==> config.mk <==
export PLATFORM = sky130hd
export DESIGN_NAME = exe_muldiv
export DESIGN_NICKNAME = d
export VERILOG_FILES = /design/src/rtl/mips_cpu_pkg.sv /design/src/rtl/exe_muldiv_div_step.sv /design/src/rtl/exe_muldiv.sv
export SDC_FILE = /design/constraint.sdc
export NUM_CORES = 2
export LEC_CHECK = 0
export CORE_MARGIN = 2
export CORE_UTILIZATION = 61
export DETAILED_ROUTE_END_ITERATION = 10
export GPL_TIMING_DRIVEN = 0
export PLACE_DENSITY = 0.79
export SYNTH_ARGS = -nofsm -noshare
export SYNTH_HDL_FRONTEND = slang
export SYNTH_SLANG_ARGS = --single-unit
export TNS_END_PERCENT = 10
==> constraint.sdc <==
create_clock -name cpu_clk -period 16.1 [get_ports cpu_clk]
set_clock_uncertainty 0.05 [all_clocks]
set_input_delay 4.83 -clock cpu_clk [delete_from_list [all_inputs] [get_ports cpu_clk]]
set_output_delay 4.83 -clock cpu_clk [all_outputs]
set_load 0.01 [all_outputs]
==> src/rtl/mips_cpu_pkg.sv <==
// Shared CPU types: word/ALU encodings plus the mult/div unit's state, iteration count and HI/LO pair.
package mips_cpu_pkg;

  typedef logic [31:0] word_t;

  typedef enum logic [1:0] {
    ALU_NONE = 2'd0,
    ALU_MULT = 2'd1,
    ALU_DIV  = 2'd2
  } mult_op_enum;

  typedef struct packed {
    logic       sign;
    logic [3:0] op;
  } aluop_struct;

  typedef enum logic [1:0] {
    IDLE = 2'd0,
    MUL  = 2'd1,
    DIV  = 2'd2,
    FIX  = 2'd3
  } muldiv_state_enum;

  localparam int MULDIV_DIV_ITERS = 32;

  typedef struct packed {
    word_t hi;
    word_t lo;
  } hilo_t;

endpackage

==> src/rtl/exe_muldiv_div_step.sv <==
// One restoring-division step: compare the shifted remainder against the divisor and subtract if it fits.
module div_step
  import mips_cpu_pkg::*;
(
  input  logic [32:0] i_rem,
  input  word_t       i_divisor,
  output word_t       o_rem,
  output logic        o_qbit
);

  logic [32:0] w_diff;

  assign w_diff = i_rem - {1'b0, i_divisor};
  // A set top bit means the remainder already exceeds any 32-bit divisor; otherwise a borrow means it did not fit.
  assign o_qbit = i_rem[32] | ~w_diff[32];
  assign o_rem  = o_qbit ? w_diff[31:0] : i_rem[31:0];

endmodule

==> src/rtl/exe_muldiv.sv <==
// EXE-stage multi-cycle multiply/divide unit: 3-cycle MULT, 34-cycle restoring DIV, stalls the pipe while busy.
module exe_muldiv
  import mips_cpu_pkg::*;
#(
  parameter int DIV_ITERS = MULDIV_DIV_ITERS
) (
  input  logic  cpu_clk,
  input  logic  cpu_rst,
  input  logic  start,
  input  logic  op_div,
  input  logic  sign,
  input  word_t src1,
  input  word_t src2,
  input  logic  flush,
  output logic  stall,
  output logic  done,
  output word_t hi,
  output word_t lo
);

  localparam logic [4:0] LAST_ITER = 5'(DIV_ITERS - 1);

  function automatic word_t f_abs(word_t v, logic sgn);
    return (sgn && v[31]) ? -v : v;
  endfunction

  function automatic word_t f_neg(word_t v, logic neg);
    return neg ? -v : v;
  endfunction

  muldiv_state_enum r_state;
  logic [4:0]       r_cnt;
  logic             r_done;
  word_t            r_hi, r_lo;

  word_t       r_a, r_b, r_src1, r_rem, r_quo;
  logic        r_sa, r_sb, r_op_div, r_dz;
  logic [63:0] r_prod;

  logic        w_accept;
  logic [32:0] w_rem_sh;
  word_t       w_rem_nx;
  logic        w_qbit;
  hilo_t       w_res;

  assign w_accept = (r_state == IDLE) && start && !r_done && !flush;
  assign w_rem_sh = {r_rem, r_quo[31]};

  div_step u_div_step (
    .i_rem     (w_rem_sh),
    .i_divisor (r_b),
    .o_rem     (w_rem_nx),
    .o_qbit    (w_qbit)
  );

  always_comb begin
    stall = 1'b0;
    if (!cpu_rst && !flush)
      stall = ((r_state == IDLE) && start && !r_done) || (r_state != IDLE);
  end

  always_comb begin
    w_res = '0;
    if (r_op_div) begin
      if (r_dz) begin
        w_res.hi = r_src1;
        w_res.lo = 32'hFFFF_FFFF;
      end else begin
        w_res.hi = f_neg(r_rem, r_sa);
        w_res.lo = f_neg(r_quo, r_sa ^ r_sb);
      end
    end else begin
      w_res = (r_sa ^ r_sb) ? -r_prod : r_prod;
    end
  end

  // Control: state, iteration counter, done pulse and the architectural HI/LO result.
  always_ff @(posedge cpu_clk) begin
    if (cpu_rst) begin
      r_state <= IDLE;
      r_cnt   <= '0;
      r_done  <= 1'b0;
      r_hi    <= '0;
      r_lo    <= '0;
    end else begin
      r_done <= 1'b0;
      if (flush) begin
        r_state <= IDLE;
      end else begin
        case (r_state)
          IDLE: if (w_accept) begin
            r_state <= op_div ? DIV : MUL;
            r_cnt   <= '0;
          end
          MUL: r_state <= FIX;
          DIV: begin
            r_cnt <= r_cnt + 5'd1;
            if (r_cnt == LAST_ITER) r_state <= FIX;
          end
          FIX: begin
            r_hi    <= w_res.hi;
            r_lo    <= w_res.lo;
            r_done  <= 1'b1;
            r_state <= IDLE;
          end
          default: r_state <= IDLE;
        endcase
      end
    end
  end

  // Datapath: operand magnitudes, product, and the shifting remainder/quotient pair.
  always_ff @(posedge cpu_clk) begin
    if (w_accept) begin
      r_a      <= f_abs(src1, sign);
      r_b      <= f_abs(src2, sign);
      r_src1   <= src1;
      r_sa     <= sign & src1[31];
      r_sb     <= sign & src2[31];
      r_op_div <= op_div;
      r_dz     <= (src2 == 32'h0);
      r_rem    <= '0;
      r_quo    <= f_abs(src1, sign);
    end else if (r_state == MUL) begin
      r_prod <= 64'(r_a) * 64'(r_b);
    end else if (r_state == DIV) begin
      r_rem <= w_rem_nx;
      r_quo <= {r_quo[30:0], w_qbit};
    end
  end

  assign done = r_done;
  assign hi   = r_hi;
  assign lo   = r_lo;

endmodule

==> impl_metrics.xml <==
<?xml version="1.0" encoding="UTF-8"?>
<metrics>
  <group name="run_status">
    <metric name="outcome" unit="">finished with violations</metric>
    <metric name="failed_checks" unit="">max-capacitance violations</metric>
  </group>
  <group name="sta">
    <metric name="hold_viol_final" unit="">0</metric>
    <metric name="max_freq" unit="MHz">81.64</metric>
    <metric name="setup_viol_count_final" unit="">0</metric>
    <metric name="max_slew_margin" unit="">0.001559</metric>
    <metric name="worst_pin_slew" unit="ns">1.494</metric>
    <metric name="rsz0062_at_grt" unit="">no</metric>
    <metric name="final.period_utilization" unit="">0.7608</metric>
    <metric name="tns" unit="ns">0</metric>
    <metric name="slew_viol_final" unit="">0</metric>
    <metric name="final_period_minus_worst_setup_slack" unit="ns">12.25</metric>
  </group>
  <group name="synthesis">
    <metric name="number_of_standard_cells_after_synthesis" unit="">5508</metric>
    <metric name="synth-seq-cells" unit="">299</metric>
    <metric name="proportion_of_synthesized_chip_area_in_sequential_cells" unit="">0.1581</metric>
    <metric name="synth_top_cell_area_share" unit="">0.3576</metric>
    <metric name="synthMostInstantiatedCell" unit="">sky130_fd_sc_hd__inv_1</metric>
    <metric name="synth.lib_cells_used.distinct" unit="">74</metric>
    <metric name="synthesis.nets" unit="">6781</metric>
    <metric name="asr_flop_ratio_synth" unit="">0</metric>
    <metric name="post_synth_most_frequent_cells" unit="">sky130_fd_sc_hd__inv_1, sky130_fd_sc_hd__fa_1, sky130_fd_sc_hd__nand2_1</metric>
    <metric name="postSynth.topFlopCell" unit="">sky130_fd_sc_hd__edfxtp_1</metric>
    <metric name="yosys-top-cells-area" unit="">sky130_fd_sc_hd__fa_1, sky130_fd_sc_hd__edfxtp_1, sky130_fd_sc_hd__ha_1</metric>
    <metric name="synth_top_area_cell" unit="">sky130_fd_sc_hd__fa_1</metric>
    <metric name="synth_area_per_cell" unit="µm²">9.118</metric>
    <metric name="mappedNetlistArea" unit="µm²">50220</metric>
    <metric name="syn_warnings" unit="">0</metric>
    <metric name="synth_enable_flop_cells" unit="">195</metric>
  </group>
  <group name="global_routing">
    <metric name="globalRouteMet2Util" unit="">0.6984</metric>
    <metric name="grtUsageMet1" unit="">0.5830</metric>
    <metric name="grt.overflow.total" unit="">0</metric>
    <metric name="grt_busiest_layer" unit="">met2</metric>
    <metric name="grt_start_max_net_pins" unit="">57</metric>
    <metric name="wire_length_of_the_first_global_routing_pass" unit="µm">282600</metric>
    <metric name="grt.met3_usage" unit="">0.1549</metric>
    <metric name="antenna_found_initial" unit="">13</metric>
    <metric name="groute.usage.overall" unit="">0.4647</metric>
    <metric name="grt_pass1_vias" unit="">42960</metric>
  </group>
  <group name="floorplanning">
    <metric name="fp.dieH" unit="µm">290.9</metric>
    <metric name="floorplan.io_pins" unit="">136</metric>
    <metric name="fp.dieW" unit="µm">290.9</metric>
    <metric name="floorplan.core_area" unit="µm²">81850</metric>
    <metric name="rows" unit="">105</metric>
    <metric name="die_area" unit="µm²">84640</metric>
    <metric name="initial_core_util" unit="">0.6136</metric>
  </group>
  <group name="clock_network">
    <metric name="cts.hold.buffers_added" unit="">0</metric>
    <metric name="clockRootBuffer" unit="">sky130_fd_sc_hd__clkbuf_16</metric>
    <metric name="cts_resized" unit="">0</metric>
    <metric name="clock_net_sink_count" unit="">299</metric>
    <metric name="numCtsBuffers" unit="">36</metric>
    <metric name="clock_latency" unit="ns">0.61</metric>
    <metric name="max-clock-path-buffers" unit="">3</metric>
    <metric name="buffers_inserted_by_post_cts_timing_repair" unit="">0</metric>
    <metric name="cts_tree" unit="">done</metric>
    <metric name="cts.clk_slew.worst_paths" unit="ns">0.06</metric>
    <metric name="ctsHtreeMaxLevel" unit="">2</metric>
  </group>
  <group name="critical_path">
    <metric name="cp-start-kind" unit="">input port</metric>
    <metric name="rr_worst_depth" unit="">24</metric>
    <metric name="critPathCaptureType" unit="">output port</metric>
    <metric name="critical_path.max_fanout" unit="">8</metric>
    <metric name="critical_path_arrival" unit="ns">7.37</metric>
    <metric name="worst_ep_required_time" unit="ns">11.22</metric>
    <metric name="timing.reg2reg.setup_slack" unit="ns">4.74</metric>
    <metric name="critical_path_class" unit="">input port to output port</metric>
  </group>
  <group name="drt">
    <metric name="detail_route_antenna_nets" unit="">0</metric>
    <metric name="post_drt_wl_per_cell" unit="µm">28.53</metric>
    <metric name="drt_first_pass_iters" unit="">5</metric>
    <metric name="detailroute.via_count" unit="">42150</metric>
    <metric name="post-route-drc-count" unit="">0</metric>
    <metric name="vias_per_cell" unit="">6.200</metric>
    <metric name="drt_wl_total" unit="µm">194000</metric>
    <metric name="drt_iter0_drc" unit="">4623</metric>
  </group>
  <group name="final_layout">
    <metric name="finalNetCount" unit="">6956</metric>
    <metric name="fill_cells" unit="">6854</metric>
    <metric name="post_route_cells_drive_above_1_share" unit="">0.01646</metric>
    <metric name="layout-area-overhead-vs-synth" unit="%">8.164</metric>
  </group>
  <group name="placed_design">
    <metric name="detailedPlacementHpwl" unit="µm">158700</metric>
    <metric name="gpl.final_weighted_congestion" unit="">1.048</metric>
    <metric name="place.port_buffers" unit="">134</metric>
  </group>
  <group name="worst_hold_path">
    <metric name="hold_depth" unit="">2</metric>
    <metric name="hp-class" unit="">register to register</metric>
  </group>
  <group name="job">
    <metric name="count_of_maximum_capacitance_violations" unit="">1</metric>
  </group>
</metrics>
critical path, cell delays in order:
cell	delay, ns
sky130_fd_sc_hd__clkdlybuf4s50_1	0.59
sky130_fd_sc_hd__nand4bb_1	0.16
sky130_fd_sc_hd__clkbuf_1	0.59
sky130_fd_sc_hd__o21ai_0	0.43
sky130_fd_sc_hd__nor2b_1	0.26
sky130_fd_sc_hd__clkdlybuf4s50_1	0.51
state kept, by name (all words and copies together) (netlist names):
register  count
lo           32
done          1
r_b          32
r_cnt         5
r_state       2
r_sb          1
r_quo        32
hi           32
r_prod       64
r_src1       31
r_dz          1
r_sa          1
r_op_div      1
r_a          32
r_rem        32
cell type report:
class | count | area (µm²) | share of cell area
Sequential cell | 299 | 7938 | 0.1461
Antenna cell | 18 | 45.04 | 0.0008292
Inverter | 929 | 3487 | 0.06419
Timing Repair Buffer | 137 | 1409 | 0.02594
Clock inverter | 20 | 269.0 | 0.004952
Buffer | 314 | 1182 | 0.02177
Clock buffer | 45 | 1010 | 0.01859
Tap cell | 1070 | 1339 | 0.02465
Multi-Input combinational cell | 3966 | 37640 | 0.6930
layout by cell type, fill, tap and decap left out, types with 41 or more instances in the layout:
master                            count
sky130_fd_sc_hd__o211ai_1            41
sky130_fd_sc_hd__a21o_1              64
sky130_fd_sc_hd__inv_1              928
sky130_fd_sc_hd__nor2_1             191
sky130_fd_sc_hd__edfxtp_1           195
sky130_fd_sc_hd__fa_1               897
sky130_fd_sc_hd__nand2_1            723
sky130_fd_sc_hd__clkdlybuf4s50_1    134
sky130_fd_sc_hd__ha_1               305
sky130_fd_sc_hd__xnor2_1            135
sky130_fd_sc_hd__xor2_1             130
sky130_fd_sc_hd__clkbuf_1           306
sky130_fd_sc_hd__o21ai_0            136
sky130_fd_sc_hd__dfxtp_1            104
sky130_fd_sc_hd__a21oi_1            229
sky130_fd_sc_hd__nor3_1              51
sky130_fd_sc_hd__and2_1             599
cell families after synthesis:
kind of cell,after synthesis,share of synthesized area
multiplexers,35,0.007100
AO/OA/AOI/OAI,684,0.08575
adder cells (fa/ha/maj),1203,0.4338
flip-flops,299,0.1581
AND/OR/NAND/NOR,1778,0.1759
XOR/XNOR,266,0.04639
buffers and inverters,1243,0.09295
metal layers:
| metal | vias to the layer above | wire length, µm |
|---|---|---|
| met5 | - | 27 |
| met4 | 4 | 15110 |
| met3 | 722 | 25930 |
| met2 | 2946 | 83230 |
| met1 | 20850 | 69670 |
| li1 | 17630 | - |
stage by stage:
stage | worst slack [ns] | instance area [µm²] | instances | hold slack (ns) | util
detailed placement | 3.899 | 53000 | 6715 | 0.3868 | 0.6475
global route | 3.750 | 54280 | 6782 | 0.4193 | 0.6632
finish | 3.851 | 54320 | 6798 | 0.3976 | 0.6637
global placement | 3.901 | 52900 | 6712 | 0.3847 | 0.6463
CTS | 3.886 | 54280 | 6780 | 0.3961 | 0.6631
floorplan | 5.648 | 50220 | 5508 | 0.3862 | -
final timing paths:
path,from,end
max,flush,stall
min,lo[18],lo[18]
max reg2reg,r_b[25],r_prod[60]
min reg2reg,lo[18],lo[18]
Power is not shown: default switching activity piles up to over one toggle a cycle in this logic, so the estimate is an artifact.
